<file path="src/rtl/pattern_detector.sv">
`timescale 1ns/1ps
// pattern_detector: serial bit-pattern detector with a loadable pattern, Mealy/Moore output and overlap control.
// The saturating match counter is built only when the macro PATTERN_DETECTOR_CNT_EN is defined.
module pattern_detector #(
  parameter int unsigned      PAT_W     = 4,
  parameter logic [PAT_W-1:0] PATTERN   = 4'b1011,
  parameter int unsigned      FSM_MEALY = 1,
  parameter int unsigned      OVERLAP   = 1,
  parameter int unsigned      CNT_W     = 8
) (
  input  logic             clk,
  input  logic             rst_n,
  input  logic             din,
  input  logic             din_valid,
  input  logic             pat_load,
  input  logic [PAT_W-1:0] pat_in,
  input  logic             clr_cnt,
  output logic             match,
  output logic [CNT_W-1:0] match_cnt,
  output logic             cnt_sat
);

  localparam int unsigned       FILL_W    = (PAT_W > 2) ? $clog2(PAT_W) : 1;
  localparam logic [FILL_W-1:0] FILL_FULL = FILL_W'(PAT_W - 1);
  localparam logic [FILL_W-1:0] FILL_ONE  = FILL_W'(1);
  localparam logic [FILL_W-1:0] FILL_ZERO = {FILL_W{1'b0}};
  localparam logic [PAT_W-2:0]  HIST_ZERO = {(PAT_W-1){1'b0}};

  logic [PAT_W-1:0]  r_pat;
  logic [PAT_W-2:0]  r_hist;
  logic [FILL_W-1:0] r_fill;
  logic [PAT_W-1:0]  w_window;
  logic              w_full;
  logic              w_accept;
  logic              w_event;

  // The candidate window is the stored history with the bit currently on din appended.
  assign w_window = {r_hist, din};
  assign w_full   = (r_fill == FILL_FULL);
  assign w_accept = din_valid & ~pat_load;
  assign w_event  = w_accept & w_full & (w_window == r_pat);

  // Pattern register, history shift register and fill count
  always_ff @(posedge clk or negedge rst_n) begin
    if (!rst_n) begin
      r_pat  <= PATTERN;
      r_hist <= HIST_ZERO;
      r_fill <= FILL_ZERO;
    end else if (pat_load) begin
      r_pat  <= pat_in;
      r_fill <= FILL_ZERO;
    end else if (din_valid) begin
      r_hist <= w_window[PAT_W-2:0];
      if (w_event && (OVERLAP == 0)) begin
        r_fill <= FILL_ZERO;
      end else if (!w_full) begin
        r_fill <= r_fill + FILL_ONE;
      end else begin
        r_fill <= r_fill;
      end
    end else begin
      r_hist <= r_hist;
      r_fill <= r_fill;
    end
  end

  generate
    if (FSM_MEALY != 0) begin : g_mealy
      assign match = w_event;
    end else begin : g_moore
      logic r_match;

      // Moore output: one-cycle pulse following each event edge
      always_ff @(posedge clk or negedge rst_n) begin
        if (!rst_n) begin
          r_match <= 1'b0;
        end else begin
          r_match <= w_event;
        end
      end

      assign match = r_match;
    end
  endgenerate

`ifdef PATTERN_DETECTOR_CNT_EN
  localparam logic [CNT_W-1:0] CNT_ZERO = {CNT_W{1'b0}};
  localparam logic [CNT_W-1:0] CNT_ONE  = CNT_W'(1);

  logic [CNT_W-1:0] r_cnt;
  logic             w_cnt_sat;

  assign w_cnt_sat = &r_cnt;

  // Saturating match counter; a clear in the same cycle as an event takes priority
  always_ff @(posedge clk or negedge rst_n) begin
    if (!rst_n) begin
      r_cnt <= CNT_ZERO;
    end else if (clr_cnt) begin
      r_cnt <= CNT_ZERO;
    end else if (w_event && !w_cnt_sat) begin
      r_cnt <= r_cnt + CNT_ONE;
    end else begin
      r_cnt <= r_cnt;
    end
  end

  assign match_cnt = r_cnt;
  assign cnt_sat   = w_cnt_sat;
`else
  logic w_unused_clr;

  assign w_unused_clr = clr_cnt;
  assign match_cnt    = {CNT_W{1'b0}};
  assign cnt_sat      = 1'b0;
`endif

endmodule
</file>
<file path="config.mk">
export PLATFORM = sky130hd
export DESIGN_NAME = pattern_detector
export DESIGN_NICKNAME = d
export VERILOG_FILES = /design/src/rtl/pattern_detector.sv
export SDC_FILE = /design/constraint.sdc
export NUM_CORES = 1
export LEC_CHECK = 0
export CORE_AREA = 2 2 39 41
export CTS_CLUSTER_DIAMETER = 30
export CTS_CLUSTER_SIZE = 20
export DETAILED_ROUTE_END_ITERATION = 8
export DIE_AREA = 0 0 41 43
export PLACE_DENSITY_LB_ADDON = 0.08
export SETUP_SLACK_MARGIN = 0.5
export SLEW_MARGIN = 40
export SYNTH_ARGS = -nofsm -noshare
export SYNTH_HDL_FRONTEND = slang
export SYNTH_SLANG_ARGS = --single-unit
</file>
<file path="constraint.sdc">
create_clock -name clk -period 1.42 [get_ports clk]
set_clock_uncertainty 0.05 [all_clocks]
set_input_delay 0.213 -clock clk [delete_from_list [all_inputs] [get_ports clk]]
set_output_delay 0.213 -clock clk [all_outputs]
set_load 0.005 [all_outputs]
</file>
==> flow_metrics.py <==
metrics = {
    "setup_path": {
        "endpoint_kind": "output port",
        "reg2reg_depth": 4,
        "worstPathMaxFanout": 2,
        "critPathKind": "flop to output port",
        "cp_top_family": "flip-flops",
        "startpoint_type": "flop",
        "cp.arrival_ns": 1.39,
        "crit_path_max_incr_delay_ns": 0.55,
        "cp_slowest_cell": "dfstp_2",
        "cp_cell_sequence": "xnor2_2 > nand3_1 > nor4b_2 > buf_2",
        "crit_buf_inv": 1,
        "worst_ep_required_time_ns": 1.16,
        "cp.depth": 4,
    },
    "clocking": {
        "clock_latency_ns": 0.26,
        "cts_root_buffer": "clkbuf_4",
        "h-tree-depth": 1,
        "cts_buffers": 3,
        "cts_buffer_depth": 2,
        "ctsHoldBuffers": 0,
        "clkTransAtPathRegs_ns": 0.06,
        "numClockSinks": 9,
        "cts_tree": "yes",
    },
    "global_route": {
        "grt_pass1_wl_um": 1462,
        "grt_antenna_before_repair": 0,
        "grt_pass1_vias": 356,
        "grt_usage_pct": 13.22,
        "grt-ovfl-total": 0,
        "grt_max_degree": 10,
    },
    "synth": {
        "ys_types": 19,
        "postSynthCellCount": 41,
        "synth_warnings": 0,
        "synth_area_sq_um": 518.0,
        "ys_ff_latch": 9,
        "ys_seq_area_share_pct": 44.20,
        "syn_avg_cell_area_sq_um": 12.63,
    },
    "route": {
        "wl_um": 869,
        "drt_pass1_iterations": 2,
        "vias": 327,
        "drt-initial-drc-count": 1,
        "ant_nets": 0,
        "vias_per_cell": 4.360,
        "drc_errors": 0,
        "wl_per_cell_um": 11.59,
    },
    "sta": {
        "hold_viol": 0,
        "timing.fmax_mhz": 606.7,
        "post-route-period-util_pct": 116.1,
        "setup_viol": 1,
        "grt_setup_unrepaired": "yes",
        "whs_ns": 0.2049,
        "finalMaxSlewViolations": 0,
        "layout_min_cycle_time_ns": 1.648,
        "fin_ws_ns": -0.2284,
    },
    "outcome": {
        "status": "finished, violations left",
        "violations": "setup timing",
    },
    "place": {
        "dp_hpwl_um": 687.8,
        "dpl.cell_count": 69,
        "place_congestion": 0.6765,
        "io_buffers": 9,
    },
    "power": {
        "pwr-share-seq_pct": 46.6,
        "powerDensity_mw_per_mm2": 1053,
        "p_switching_mw": 0.1851,
        "irDropWorstVdd_v": 0.0004835,
        "p_int_mw": 0.5340,
        "share_clk_of_total_power_pct": 27.4,
        "p_sw_share_pct": 25.75,
        "p_leak_nw": 0.3208,
        "comb_power_share_pct": 26.0,
    },
    "floorplanning": {
        "coreArea_sq_mm": 0.001384,
        "rows": 14,
        "die_w_um": 41,
        "initial_core_util_pct": 37.43,
        "io_pins": 20,
        "die_h_um": 43,
        "die-area_sq_mm": 0.001763,
    },
    "final_layout": {
        "most-common-layout-cells": "conb_1 (9), clkdlybuf4s50_1 (6), dfrtp_1 (6), mux2_2 (4), buf_6 (4)",
        "layout_commonest_cell": "conb_1",
        "drive_above_1_share_pct": 44.07,
        "diodes": 0,
        "area_growth_pct": 31.88,
        "final_cells": 75,
        "nets": 71,
    },
    "min_path": {
        "hold_path.class": "primary input to asynchronous set/reset pin",
    },
    "flow_run": {
        "max-cap-violations": 0,
    },
}
-- flip-flops by register name, summed over array words and instances, names as in the netlist --
register,count
r_hist,3
r_pat,4
r_fill,2
-- cell type report --
class,instances,area [sq um]
fillers,130,700.7
multi-input cells,30,257.7
flip-flops and latches,9,229.0
repair buffers,16,150.1
clock buffers,4,26.28
well taps,16,20.02
-- power by group through the flow --
stage | Sequential [mW] | Clock (mW) | Combinational, mW
after floorplan | 0.326 | 0 | 0.121
after global placement | 0.330 | 0 | 0.156
after detailed placement | 0.332 | 0 | 0.165
after CTS | 0.329 | 0.207 | 0.173
after global routing | 0.338 | 0.225 | 0.205
final | 0.335 | 0.197 | 0.187
-- cell usage after synthesis --
master    count  area [sq um]
mux2i_1       1         10.01
nand2_1       1         3.750
ha_1          1         12.51
a21oi_1       1         5.000
nand2b_4      1         13.76
mux2_2        4         45.04
dfrtp_1       6         150.1
nor4b_2       1         15.01
buf_4         9         67.56
nand2b_1      1         6.260
dfstp_2       3         78.83
nor2_1        1         3.750
mux2_4        3         45.04
xor2_1        1         8.760
buf_6         1         11.26
xnor2_1       3         26.28
nand3_1       1         5.000
or2_0         1         6.260
conb_1        1         3.750
-- path summary, 6_finish.rpt --
check	endpoint	slack (ns)	from
min reg2reg	r_pat[2]$_DFFE_PN0P_	0.49	r_pat[2]$_DFFE_PN0P_
max in group asynchronous	r_pat[1]$_DFFE_PN1P_	0.79	rst_n
min	r_hist[0]$_DFFE_PN0P_	0.20	rst_n
max	match	-0.23	r_pat[3]$_DFFE_PN1P_
max reg2reg	r_fill[0]$_DFFE_PN0P_	0.26	r_fill[0]$_DFFE_PN0P_
min in group clk	r_fill[0]$_DFFE_PN0P_	0.35	pat_load
-- per-stage QoR --
step | power (mW) | util (%) | worst slack, ns | cell area [sq um] | setup TNS, ns
after floorplan | 0.4468 | - | 0.2087 | 561.8 | 0
after global placement | 0.4863 | 45.30 | -0.5168 | 626.9 | -0.5588
after detailed placement | 0.4973 | 45.30 | -0.5684 | 626.9 | -0.6473
after CTS | 0.7089 | 47.74 | -0.2855 | 660.6 | -0.2855
after global routing | 0.7693 | 49.37 | -0.3343 | 683.2 | -0.3343
final | 0.7191 | 49.37 | -0.2284 | 683.2 | -0.2284
-- metal layers --
layer	vias up	GRT usage [%]	part of all wire [%]
met5	-	0	0
met4	0	8.000	1.3
met3	2	4.712	6.0
met2	14	21.56	58
met1	157	13.42	35
li1	154	-	-
-- kinds of logic (layout without fill, tap and decap cells) --
kind of cell             Yosys count  in the layout  synth area share (%)
other                              1              9                0.7239
AND/OR/NAND/NOR                    7              7                 10.38
multiplexers                       8              8                 19.32
buffers and inverters             10             20                 15.22
flip-flops                         9              9                 44.20
XOR/XNOR                           4              4                 6.765
AO/OA/AOI/OAI                      1              1                0.9653
adder cells (fa/ha/maj)            1              1                 2.415
-- what timing repair did --
action                     4_1_cts  5_1_grt
gates resized for setup          8        3
pin swaps                        2        1
setup endpoints to repair       10        6
buffers inserted                 1        1
No activity file was read; power rests on OpenSTA's default activity.
